--- config.mk ---
export PLATFORM = sky130hd
export DESIGN_NAME = lcd_frame_seq
export DESIGN_NICKNAME = d
export VERILOG_FILES = /design/src/rtl/lcd_frame_seq.sv
export SDC_FILE = /design/constraint.sdc
export NUM_CORES = 1
export LEC_CHECK = 0
export CORE_ASPECT_RATIO = 1.2
export CORE_MARGIN = 2
export CORE_UTILIZATION = 60
export DETAILED_ROUTE_END_ITERATION = 8
export PLACE_DENSITY = 0.85
export SLEW_MARGIN = 20
export SYNTH_ARGS = -nofsm -noshare
export SYNTH_HDL_FRONTEND = slang
export SYNTH_SLANG_ARGS = --single-unit
--- constraint.sdc ---
create_clock -name clk -period 3.9 [get_ports clk]
set_input_delay 0.975 -clock clk [delete_from_list [all_inputs] [get_ports clk]]
set_output_delay 0.975 -clock clk [all_outputs]
set_load 0.05 [all_outputs]
--- src/rtl/lcd_frame_seq.sv ---
// LCD command/pixel sequencer: power-on init list, then per-frame window setup
// followed by H_RES*V_RES streamed RGB565 pixels, one word per clock.
module lcd_frame_seq #(
    parameter int H_RES     = 240,
    parameter int V_RES     = 320,
    parameter int RST_WAIT  = 120000,
    parameter int DELAY_CYC = 600000
) (
    input  logic        clk,
    input  logic        reset,
    input  logic        frame_start,
    input  logic [15:0] pix_data,
    input  logic        pix_valid,
    output logic        pix_ready,
    output logic [15:0] data,
    output logic [1:0]  lcd_ctrl,
    output logic        init_done,
    output logic        frame_done
);
    localparam longint unsigned TOTAL = longint'(H_RES) * longint'(V_RES);
    localparam int PW   = $clog2(TOTAL + 1);
    localparam int MAXD = (RST_WAIT > DELAY_CYC) ? RST_WAIT : DELAY_CYC;
    localparam int DW   = $clog2(MAXD + 1);
    localparam logic [15:0] HM1 = 16'(H_RES - 1);
    localparam logic [15:0] VM1 = 16'(V_RES - 1);
    localparam logic [1:0] CTRL_NONE = 2'b00;
    localparam logic [1:0] CTRL_CMD  = 2'b01;
    localparam logic [1:0] CTRL_DATA = 2'b10;

    typedef enum logic [2:0] {S_RST_WAIT, S_INIT, S_IDLE, S_WIN, S_PIX} state_t;

    state_t        state, state_d;
    logic [3:0]    step, step_d;
    logic          in_delay, in_delay_d;
    logic [DW-1:0] dcnt, dcnt_d;
    logic [PW-1:0] pcnt, pcnt_d;
    logic [15:0]   data_d;
    logic [1:0]    ctrl_d;
    logic          init_done_d, frame_done_d;

    function automatic logic [17:0] init_word(input logic [3:0] s);
        case (s)
            4'd0:    init_word = {CTRL_CMD,  16'h0001};
            4'd1:    init_word = {CTRL_CMD,  16'h0011};
            4'd2:    init_word = {CTRL_CMD,  16'h003A};
            4'd3:    init_word = {CTRL_DATA, 16'h0055};
            4'd4:    init_word = {CTRL_CMD,  16'h0036};
            4'd5:    init_word = {CTRL_DATA, 16'h0000};
            default: init_word = {CTRL_CMD,  16'h0029};
        endcase
    endfunction

    function automatic logic [17:0] win_word(input logic [3:0] s);
        case (s)
            4'd0:    win_word = {CTRL_CMD,  16'h002A};
            4'd3:    win_word = {CTRL_DATA, 8'h00, HM1[15:8]};
            4'd4:    win_word = {CTRL_DATA, 8'h00, HM1[7:0]};
            4'd5:    win_word = {CTRL_CMD,  16'h002B};
            4'd8:    win_word = {CTRL_DATA, 8'h00, VM1[15:8]};
            4'd9:    win_word = {CTRL_DATA, 8'h00, VM1[7:0]};
            4'd10:   win_word = {CTRL_CMD,  16'h002C};
            default: win_word = {CTRL_DATA, 16'h0000};
        endcase
    endfunction

    assign pix_ready = (state == S_PIX);

    always_comb begin
        state_d      = state;
        step_d       = step;
        in_delay_d   = in_delay;
        dcnt_d       = dcnt;
        pcnt_d       = pcnt;
        data_d       = data;
        ctrl_d       = CTRL_NONE;
        init_done_d  = init_done;
        frame_done_d = 1'b0;
        case (state)
            S_RST_WAIT: begin
                if (dcnt == DW'(RST_WAIT - 1)) begin
                    state_d    = S_INIT;
                    dcnt_d     = '0;
                    step_d     = '0;
                    in_delay_d = 1'b0;
                end else begin
                    dcnt_d = dcnt + DW'(1);
                end
            end
            S_INIT: begin
                if (in_delay) begin
                    if (dcnt == DW'(DELAY_CYC - 1)) begin
                        in_delay_d = 1'b0;
                        dcnt_d     = '0;
                        step_d     = step + 4'd1;
                    end else begin
                        dcnt_d = dcnt + DW'(1);
                    end
                end else begin
                    {ctrl_d, data_d} = init_word(step);
                    step_d = step + 4'd1;
                    // 0x01 and 0x11 are followed by a settle delay; step advances when it ends
                    if (step == 4'd0 || step == 4'd1) begin
                        in_delay_d = 1'b1;
                        dcnt_d     = '0;
                        step_d     = step;
                    end
                    if (step == 4'd6) begin
                        state_d = S_IDLE;
                        step_d  = '0;
                    end
                end
            end
            S_IDLE: begin
                init_done_d = 1'b1;
                if (frame_start) begin
                    state_d = S_WIN;
                    step_d  = '0;
                    pcnt_d  = '0;
                end
            end
            S_WIN: begin
                {ctrl_d, data_d} = win_word(step);
                if (step == 4'd10) begin
                    state_d = S_PIX;
                    step_d  = '0;
                end else begin
                    step_d = step + 4'd1;
                end
            end
            S_PIX: begin
                if (pix_valid) begin
                    data_d = pix_data;
                    ctrl_d = CTRL_DATA;
                    pcnt_d = pcnt + PW'(1);
                    if (pcnt == PW'(TOTAL - 1)) begin
                        state_d      = S_IDLE;
                        frame_done_d = 1'b1;
                    end
                end
            end
            default: state_d = S_RST_WAIT;
        endcase
    end

    always_ff @(posedge clk) begin
        if (!reset) begin
            state      <= S_RST_WAIT;
            step       <= '0;
            in_delay   <= 1'b0;
            dcnt       <= '0;
            pcnt       <= '0;
            data       <= 16'h0000;
            lcd_ctrl   <= CTRL_NONE;
            init_done  <= 1'b0;
            frame_done <= 1'b0;
        end else begin
            state      <= state_d;
            step       <= step_d;
            in_delay   <= in_delay_d;
            dcnt       <= dcnt_d;
            pcnt       <= pcnt_d;
            data       <= data_d;
            lcd_ctrl   <= ctrl_d;
            init_done  <= init_done_d;
            frame_done <= frame_done_d;
        end
    end
endmodule

==> results of run 1 <==
[metal layers]
| layer | GRT usage (%) | vias to the layer above |
|---|---|---|
| met5 | 0 | - |
| met4 | 9.76 | 0 |
| met3 | 3.37 | 10 |
| met2 | 43.2 | 49 |
| met1 | 29.7 | 1456 |
| li1 | - | 1519 |
[layout by cell type, fill, tap and decap left out, types with 3 or more instances in the layout]
cell type | netlist | layout
nor2_1 | 67 | 67
nand2_1 | 36 | 36
clkinvlp_4 | 0 | 3
buf_4 | 0 | 5
nand4_1 | 8 | 8
and3_1 | 7 | 7
o21ai_0 | 21 | 21
a22oi_1 | 10 | 10
clkbuf_8 | 3 | 9
inv_1 | 6 | 6
xor2_1 | 21 | 21
a21oi_1 | 29 | 29
and4_1 | 3 | 3
dfxtp_1 | 65 | 65
nand3b_1 | 5 | 5
ha_1 | 6 | 6
nor4_1 | 3 | 3
nand3_1 | 17 | 17
a31oi_1 | 8 | 8
nor3_1 | 9 | 9
a211oi_1 | 3 | 3
nand2b_1 | 3 | 3
nor2b_1 | 6 | 6
xnor2_1 | 11 | 11
clkdlybuf4s50_1 | 0 | 40
[where the power goes]
part	internal (W)	leakage (nW)	switching, W
combinational	0.0000883	0.772	0.000130
clock	0.000235	0.0833	0.000274
sequential	0.000685	0.525	0.0000293
total	0.00101	1.38	0.000434
[worst max-delay path, cell delays in order (launching register included)]
cell             delay, ps
dfxtp_1                670
nor3b_2                340
clkdlybuf4s50_1        850
[through the flow]
| stage | worst slack (ps) | cells | area [sq um] | hold WS (ps) |
|---|---|---|---|---|
| 2_1_floorplan | 1500 | 414 | 3420 | 454 |
| 3_3_place_gp | 1050 | 501 | 3810 | 464 |
| 3_5_place_dp | 969 | 501 | 3810 | 462 |
| 4_1_cts | 727 | 517 | 3990 | 479 |
| 5_1_grt | 659 | 517 | 3990 | 515 |
| 6_report | 722 | 517 | 3990 | 470 |
[cell families after synthesis]
logic type               share of synthesized area (%)
AO/OA/AOI/OAI                                     17.0
adder cells (fa/ha/maj)                           2.19
flip-flops                                        38.0
XOR/XNOR                                          8.19
multiplexers                                     0.585
AND/OR/NAND/NOR                                   29.2
buffers and inverters                             4.75
[final timing paths]
kind | start | slack (ps) | depth (start not counted) | to
worst max-delay path | state[2]$_SDFFE_PN0P_ | 720 | 2 | pix_ready
worst min-delay path | init_done$_SDFFE_PN0N_ | 470 | 2 | init_done$_SDFFE_PN0N_
worst min register to register | init_done$_SDFFE_PN0N_ | 470 | 2 | init_done$_SDFFE_PN0N_
worst max register to register | state[1]$_SDFFE_PN0P_ | 1170 | 6 | data[0]$_SDFFE_PN0P_
[registers in the layout, summed over array words and instances (netlist names)]
signal,cells
state,3
in_delay,1
pcnt,17
data,16
step,4
lcd_ctrl,2
init_done,1
frame_done,1
dcnt,20
[area by class of cell]
cell class              count  area, sq um
clock buffers               9          124
flip-flops and latches     65         1300
multi-input cells         319         1960
clock inverters             7         56.3
inverters                   8         30.0
fillers                   463         1600
repair buffers             45          438
well taps                  64         80.1
==> reports/summary.log, run 1 <==
INFO  critical_path  worst-setup-path-type=reg2out
INFO  yosys          synth_largest_type_area_fraction=38.0%
INFO  sta            fin_worst_skew=12.4ps
INFO  power          totalPowerFinal=0.00144W
INFO  run            max_cap_viol_count=0
INFO  sta            max_freq=315MHz
INFO  yosys          synth.distinct_cells=62
INFO  detailed_routing detailedRoute.firstIterationViolations=301
INFO  yosys          async_flop_share=0%
INFO  detailed_routing route.top_layer_used=met4
INFO  critical_path  crit_end_category=primary output
INFO  yosys          synth_largest_area_cell=dfxtp_1
INFO  sta            grt_setup_unrepaired=no
INFO  die            core-area=5590squm
INFO  detailed_routing detailroute.via_count=3,034
INFO  layout         area_growth=16.7%
INFO  sta            report.final.hold_viol_count=0
INFO  yosys          synth_area=3420squm
INFO  critical_path  arrival=2200ps
INFO  clock_network  cts-root-to-sink-buffers=2
INFO  sta            slew_of_the_pin_with_the_lowest_slew_margin=914ps
INFO  yosys          yosys-top-cells-area=dfxtp_1, nor2_1, xor2_1
INFO  layout         post_route_cells_drive_above_1_share=8.61%
INFO  yosys          synthMostInstantiatedCell=nor2_1
INFO  global_routing grt_use_total=24.5%
INFO  clock_network  cts_buffers=9
INFO  clock_network  cts_post_setup_buffers_inserted=0
INFO  critical_path  critical_path.max_fanout=11
INFO  yosys          synth-edff-count=0
INFO  die            num_rows=30
INFO  layout         post-route-util=71.4%
INFO  die            die_width=72.9um
INFO  power          total_leakage_power=1.38nW
INFO  clock_network  clock_insertion_delay_worst_skew=340ps
INFO  global_routing globalRouteOverflowTotal=0
INFO  global_routing maximum_number_of_pins_on_one_net_before_global_route_repair=22
INFO  detailed_routing drt_drc_violations_left=0
INFO  die            initial_core_util=61.2%
INFO  global_routing grt_pass1_vias=2,756
INFO  sta            timing.final.crit_share=81.5%
INFO  yosys          yosys_warnings=0
INFO  clock_network  hold_buffers=0
INFO  detailed_routing met2RoutedLength=3920um
INFO  die            ioPinCount=41
INFO  yosys          synth-main-ff-cell=dfxtp_1
INFO  detailed_routing route.detailed.vias_per_inst=5.87
INFO  clock_network  cts-root-buf=clkbuf_8
INFO  global_routing wire_length_of_the_first_global_routing_pass=12,400um
INFO  detailed_routing drt_pre_antenna_iters=4
INFO  clock_network  clock-sinks=65
INFO  clock_network  post_cts_resize_count=0
INFO  die            dieArea=6320squm
INFO  layout         layout.nets=474
INFO  power          cellPowerDensity=361nW/um^2
INFO  critical_path  crit_required=2920ps
INFO  critical_path  worstSetupStartpointType=flop
INFO  layout         antenna-diode-count=0
INFO  clock_network  path_clk_slew=70ps
INFO  place          portBuffers=40
INFO  die            die-height=86.7um
INFO  yosys          yosysSeqAreaShare=38.0%
INFO  detailed_routing finalWirelength=7460um
INFO  place          half_perimeter_wire_length_of_the_detailed_placement_result=5370um
INFO  sta            fin_setup_tns=0ps
INFO  yosys          syn_area_per_cell=8.26squm
INFO  place          routabilityCongestion=0.933
INFO  yosys          synthesis.nets=440
INFO  yosys          synthCells=414
INFO  sta            drv_slew=0
INFO  yosys          synth_commonest_cells=nor2_1, dfxtp_1, nand2_1
INFO  power          vdd_drop_max=0.000288V
INFO  clock_network  htree_num_levels=3
INFO  yosys          synth-seq-cells=65
INFO  global_routing antenna_violations_before_repair=0
INFO  detailed_routing wire_per_inst=14.4um
INFO  detailed_routing wl_met1=3250um
INFO  detailed_routing ant_nets=0
INFO  sta            finalWorstPathRequiredPeriod=3180ps
INFO  run_status     status=finished, final reports clean
INFO  detailed_routing detail_route_met3_wl=206um
INFO  sta            maxSlewHeadroom=39.1%
INFO  sta            setup_viol=0
INFO  clock_network  tritoncts=built
INFO  worst_hold_path hp-class=reg2reg
(Power assumes the default switching activity.)
==> inputs of run 2 (changes only) <==
--- a/config.mk
+++ b/config.mk
@@ -7,9 +7,9 @@
 export LEC_CHECK = 0
 export CORE_ASPECT_RATIO = 1.2
 export CORE_MARGIN = 2
-export CORE_UTILIZATION = 60
+export CORE_UTILIZATION = 50
 export DETAILED_ROUTE_END_ITERATION = 8
-export PLACE_DENSITY = 0.85
+export PLACE_DENSITY = 0.76
 export SLEW_MARGIN = 20
 export SYNTH_ARGS = -nofsm -noshare
 export SYNTH_HDL_FRONTEND = slang
==> constraint.sdc (replaced) <==
create_clock -name clk -period 2.9 [get_ports clk]
set_input_delay 0.725 -clock clk [delete_from_list [all_inputs] [get_ports clk]]
set_output_delay 0.725 -clock clk [all_outputs]
set_load 0.05 [all_outputs]
==> reports/summary.log, run 2 (same netlist as run 1, synthesis figures left out) <==
INFO  layout         largest_register_ff_count=20 [unchanged]
INFO  clock_network  clock_insertion_delay_worst_skew=350ps [about the same]
INFO  clock_network  cts-root-buf=clkbuf_8
INFO  global_routing grt_pass1_vias=2,806 [+1.8%]
INFO  power          cellPowerDensity=503nW/um^2 [+39%]
INFO  sta            max_freq=398MHz
INFO  clock_network  path_clk_slew=80ps [about the same]
INFO  global_routing globalRouteOverflowTotal=0 [unchanged]
INFO  die            dieArea=7520squm [+19%]
INFO  layout         layout_common_cells=nor2_1, dfxtp_1, clkdlybuf4s50_1
INFO  power          total_switching_power=0.000600W [+38%]
INFO  sta            drv_slew=0 [unchanged]
INFO  power          vdd_drop_max=0.000361V [+26%]
INFO  die            core-area=6730squm [+20%]
INFO  layout         layout.nets=476 [+0.42%]
INFO  critical_path  worst-setup-path-type=reg2out
INFO  sta            grt_setup_unrepaired=no
INFO  detailed_routing detailedRoute.firstIterationViolations=214 [-29%]
INFO  detailed_routing drt_drc_violations_left=0 [unchanged]
INFO  detailed_routing wire_per_inst=13.9um [-4.0%]
INFO  run_status     status=finished, final reports clean
INFO  clock_network  cts_post_setup_buffers_inserted=0 [unchanged]
INFO  clock_network  tritoncts=built
INFO  place          routabilityCongestion=0.902 [-3.3%]
INFO  die            die_width=79.5um [+9.0%]
INFO  detailed_routing drt_pre_antenna_iters=4 [unchanged]
INFO  power          clockPowerShare=38.7% [+3.4 points]
INFO  power          power.share.combinational=14.4% [-0.8 points]
INFO  global_routing wire_length_of_the_first_global_routing_pass=12,600um [+1.6%]
INFO  critical_path  arrival=1790ps [-410 ps]
INFO  die            ioPinCount=41 [unchanged]
INFO  layout         area_growth=18.9%
INFO  critical_path  critical_path.max_fanout=13 [+2]
INFO  sta            fin_worst_skew=12.9ps [+0.508 ps]
INFO  place          post-place-ws=407ps [-562 ps]
INFO  layout         largest_register=dcnt
INFO  critical_path  crit_end_category=primary output
INFO  sta            timing.final.crit_share=86.6%
INFO  sta            final_critical_path_setup_slack=387ps [-335 ps]
INFO  power          power_frac_seq=46.9% [-2.6 points]
INFO  sta            fin_setup_tns=0ps [unchanged]
INFO  layout         num-fill-cells=597 [+29%]
INFO  critical_path  worstSetupStartpointType=flop
INFO  power          total_leakage_power=1.41nW [+2.3%]
INFO  layout         post-route-util=60.5% [-11 points]
INFO  die            initial_core_util=50.8% [-10 points]
INFO  clock_network  hold_buffers=0 [unchanged]
INFO  place          portBuffers=40 [unchanged]
INFO  layout         post_route_cells_drive_above_1_share=9.23% [+0.62 points]
INFO  clock_network  post_cts_resize_count=0 [unchanged]
INFO  detailed_routing finalWirelength=7510um [+0.62%]
INFO  global_routing maximum_number_of_pins_on_one_net_before_global_route_repair=22 [unchanged]
INFO  sta            report.final.hold_viol_count=0 [unchanged]
INFO  run            max_cap_viol_count=0 [unchanged]
INFO  sta            slew_of_the_pin_with_the_lowest_slew_margin=816ps [-97.9 ps]
INFO  sta            setup_viol=0 [unchanged]
INFO  layout         antenna-diode-count=0 [unchanged]
INFO  clock_network  htree_num_levels=3 [unchanged]
INFO  sta            finalWorstPathRequiredPeriod=2510ps
INFO  die            num_rows=33 [+10%]
INFO  power          internal-power=0.00145W [+43%]
INFO  sta            timing.hold.ws=476ps [+5.95 ps]
INFO  sta            maxSlewHeadroom=45.5% [+6.5 points]
INFO  layout         layout_commonest_cell=nor2_1
INFO  clock_network  cts-root-to-sink-buffers=2 [unchanged]
INFO  power          sw_frac_of_total=29.3% [-0.73 points]
INFO  detailed_routing ant_nets=0 [unchanged]
INFO  worst_hold_path hp-class=reg2reg
INFO  place          half_perimeter_wire_length_of_the_detailed_placement_result=5370um [about the same]
INFO  clock_network  cts_buffers=9 [unchanged]
INFO  global_routing antenna_violations_before_repair=0 [unchanged]
INFO  critical_path  crit_required=2170ps [-750 ps]
INFO  layout         largestRegisters=dcnt: 20 flops, pcnt: 17 flops, data: 16 flops
INFO  detailed_routing route.detailed.vias_per_inst=5.60 [-4.5%]
INFO  global_routing grt_use_total=21.0% [-3.5 points]
INFO  clock_network  clock-sinks=65 [unchanged]
INFO  detailed_routing detailroute.via_count=3,036 [+0.066%]
INFO  die            die-height=94.6um [+9.1%]
[run 2: cell count changes in the layout (fill, tap and decap cells not counted)]
cell	before	now
buf_12	0	1
buf_4	5	7
bufinv_16	0	1
clkdlybuf4s50_1	40	39
clkinv_4	2	3
clkinvlp_4	3	1
[run 2: worst max-delay path: stages, from the launching register on]
cell     delay, ps
dfxtp_1        680
nor3b_2        350
buf_4          250
buf_12         150
[run 2: layout make-up]
cell class / instances / area, sq um / area share (%)
multi-input combinational: 319 / 1960 / 48.2
sequential: 65 / 1300 / 32.0
timing repair buffer: 47 / 463 / 11.4
clock buffer: 9 / 124 / 3.04
tap: 87 / 109 / 2.68
clock inverter: 7 / 80.1 / 1.97
inverter: 8 / 30.0 / 0.738
[run 2: final timing paths]
check / from / end / slack [ps] / cells past startpoint
hold / removal: init_done$_SDFFE_PN0N_ / init_done$_SDFFE_PN0N_ / 480 / 2
hold reg to reg: init_done$_SDFFE_PN0N_ / init_done$_SDFFE_PN0N_ / 480 / 2
setup / recovery: state[2]$_SDFFE_PN0P_ / pix_ready / 390 / 3
setup reg to reg: step[0]$_SDFFE_PN0P_ / dcnt[15]$_SDFFE_PN0P_ / 550 / 7
[run 2: metrics by stage]
step	area, sq um	instances	power (W)
global route	4070	542	0.00214
global placement	3860	526	0.00127
finish	4070	542	0.00205
detailed placement	3860	526	0.00127
CTS	4070	542	0.00206
floorplan	3420	414	0.00119
[run 2: power by group through the flow]
stage / registers [W] / logic [W] / clock network (W)
6_report: 0.000959 / 0.000295 / 0.000792
3_5_place_dp: 0.000979 / 0.000293 / 0
5_1_grt: 0.000963 / 0.000329 / 0.000847
4_1_cts: 0.000959 / 0.000295 / 0.000806
2_1_floorplan: 0.00100 / 0.000187 / 0
3_3_place_gp: 0.000977 / 0.000291 / 0
[run 2: layer usage]
metal / part of all wire, % / up-vias / track usage [%] / wire length, um
met5: 0 / - / 0 / 0
met4: 2.4 / 0 / 12.2 / 179
met3: 3.7 / 16 / 3.63 / 280
met2: 49 / 66 / 35.1 / 3690
met1: 45 / 1417 / 25.3 / 3360
li1: - / 1537 / - / -
==> inputs of run 3 (changes only) <==
--- a/config.mk
+++ b/config.mk
@@ -7,9 +7,10 @@
 export LEC_CHECK = 0
 export CORE_ASPECT_RATIO = 1.2
 export CORE_MARGIN = 2
-export CORE_UTILIZATION = 50
+export CORE_UTILIZATION = 57
 export DETAILED_ROUTE_END_ITERATION = 8
-export PLACE_DENSITY = 0.76
+export DONT_BUFFER_PORTS = 1
+export PLACE_DENSITY = 0.75
 export SLEW_MARGIN = 20
 export SYNTH_ARGS = -nofsm -noshare
 export SYNTH_HDL_FRONTEND = slang
==> reports/summary.log, run 3 (same netlist as run 1, synthesis figures left out) <==
INFO  run_status     status=finished, final reports clean
INFO  clock_network  htree_num_levels=3 [unchanged]
INFO  global_routing maximum_number_of_pins_on_one_net_before_global_route_repair=21 [-4.5%]
INFO  global_routing antenna_violations_before_repair=0 [unchanged]
INFO  die            ioPinCount=41 [unchanged]
INFO  critical_path  worst-setup-path-type=reg2out
INFO  detailed_routing detailroute.via_count=2,901 [-4.4%]
INFO  layout         largest_register_ff_count=20 [unchanged]
INFO  detailed_routing drt_pre_antenna_iters=4 [unchanged]
INFO  critical_path  crit_required=2170ps [about the same]
INFO  layout         post_route_cells_drive_above_1_share=9.42% [+0.19 points]
INFO  power          vdd_drop_max=0.000398V [+10%]
INFO  layout         layout_common_cells=nor2_1, dfxtp_1, nand2_1
INFO  clock_network  clock-sinks=65 [unchanged]
INFO  die            die_width=74.7um [-6.0%]
INFO  sta            slew_of_the_pin_with_the_lowest_slew_margin=1110ps [+290 ps]
INFO  global_routing wire_length_of_the_first_global_routing_pass=11,600um [-7.9%]
INFO  detailed_routing finalWirelength=7200um [-4.1%]
INFO  place          dp_cells=478 [-9.1%]
INFO  critical_path  crit_end_category=primary output
INFO  power          total_leakage_power=1.27nW [-10%]
INFO  clock_network  cts-root-buf=clkbuf_8
INFO  detailed_routing detailedRoute.firstIterationViolations=302 [+41%]
INFO  layout         layout.nets=435 [-8.6%]
INFO  sta            finalWorstPathRequiredPeriod=2340ps [-173 ps]
INFO  place          post-place-ws=632ps [+225 ps]
INFO  global_routing grt_pass1_vias=2,645 [-5.7%]
INFO  detailed_routing route.detailed.vias_per_inst=5.87 [+4.8%]
INFO  die            core-area=5740squm [-15%]
INFO  clock_network  path_clk_slew=70ps [about the same]
INFO  die            dieArea=6640squm [-12%]
INFO  worst_hold_path hp-class=reg2reg
INFO  clock_network  cts-root-to-sink-buffers=2 [unchanged]
INFO  sta            report.final.hold_viol_count=0 [unchanged]
INFO  clock_network  clock_insertion_delay_worst_skew=340ps [about the same]
INFO  clock_network  tritoncts=built
INFO  clock_network  post_cts_resize_count=0 [unchanged]
INFO  sta            max_freq=427MHz [+7.4%]
INFO  layout         largestRegisters=dcnt: 20 flops, pcnt: 17 flops, data: 16 flops
INFO  place          dpl_cell_area=3440squm [-11%]
INFO  die            die-height=88.9um [-6.1%]
INFO  sta            setup_viol=0 [unchanged]
INFO  clock_network  cts_buffers=9 [unchanged]
INFO  clock_network  hold_buffers=0 [unchanged]
INFO  sta            final_critical_path_setup_slack=560ps [+173 ps]
INFO  sta            timing.hold.ws=488ps [+12.0 ps]
INFO  sta            timing.final.crit_share=80.7% [-6.0 points]
INFO  sta            fin_setup_tns=0ps [unchanged]
INFO  power          cellPowerDensity=576nW/um^2 [+15%]
INFO  place          portBuffers=0 [-100%]
INFO  layout         largest_register=dcnt
INFO  layout         antenna-diode-count=0 [unchanged]
INFO  layout         layout_commonest_cell=nor2_1
INFO  die            num_rows=30 [-9.1%]
INFO  place          half_perimeter_wire_length_of_the_detailed_placement_result=5060um [-5.8%]
INFO  layout         layout.cell_area.non_filler=3690squm [-9.4%]
INFO  sta            fin_worst_skew=15.7ps [+2.82 ps]
INFO  place          routabilityCongestion=0.853 [-5.5%]
INFO  sta            grt_setup_unrepaired=no
INFO  clock_network  cts_post_setup_buffers_inserted=0 [unchanged]
INFO  critical_path  arrival=1610ps [-180 ps]
INFO  global_routing globalRouteOverflowTotal=0 [unchanged]
INFO  detailed_routing ant_nets=0 [unchanged]
INFO  run            max_cap_viol_count=0 [unchanged]
INFO  critical_path  critical_path.max_fanout=15 [+2]
INFO  global_routing grt_use_total=22.5% [+1.5 points]
INFO  sta            drv_slew=0 [unchanged]
INFO  detailed_routing wire_per_inst=14.6um [+5.3%]
INFO  detailed_routing drt_drc_violations_left=0 [unchanged]
INFO  layout         final_cells=494 [-8.9%]
INFO  critical_path  worstSetupStartpointType=flop
INFO  sta            maxSlewHeadroom=25.7% [-20 points]
INFO  die            initial_core_util=59.6% [+8.7 points]
INFO  layout         area_growth=7.75%
run 3: cell type report:
class	count	area (sq um)
Inverter	8	30.0
Fill cell	499	2060
Clock buffer	10	128
Sequential cell	65	1300
Clock inverter	6	114
Multi-Input combinational cell	319	1970
Tap cell	80	100
Timing Repair Buffer	6	45.0
run 3: worst paths after layout:
path	startpoint	to	slack, ps	cells after the start
max	state[2]$_SDFFE_PN0P_	pix_ready	560	2
min	dcnt[1]$_SDFFE_PN0P_	dcnt[1]$_SDFFE_PN0P_	490	2
max reg2reg	state[2]$_SDFFE_PN0P_	data[0]$_SDFFE_PN0P_	600	5
min reg2reg	dcnt[1]$_SDFFE_PN0P_	dcnt[1]$_SDFFE_PN0P_	490	2
run 3: metal layers:
layer,track usage [%],share of wire (%),vias to the layer above
li1,-,-,1443
met1,27.5,43,1359
met2,36.9,49,85
met3,4.90,5.5,14
met4,11.4,2.3,0
met5,0,0,-
run 3: power by group:
group	internal [W]	switching (W)
clock	0.000574	0.000349
combinational	0.0000772	0.000131
sequential	0.000921	0.0000715
total	0.00157	0.000552
run 3: worst max-delay path: stages, from the launching register on:
cell     delay (ps)
dfxtp_1         670
nor3b_4         290
buf_4           320
run 3: per-stage QoR:
step           util (%)  total power (W)
5_1_grt            64.2          0.00222
6_report           64.2          0.00212
3_3_place_gp       60.0          0.00122
2_1_floorplan         -          0.00119
4_1_cts            64.2          0.00214
3_5_place_dp       60.0          0.00122
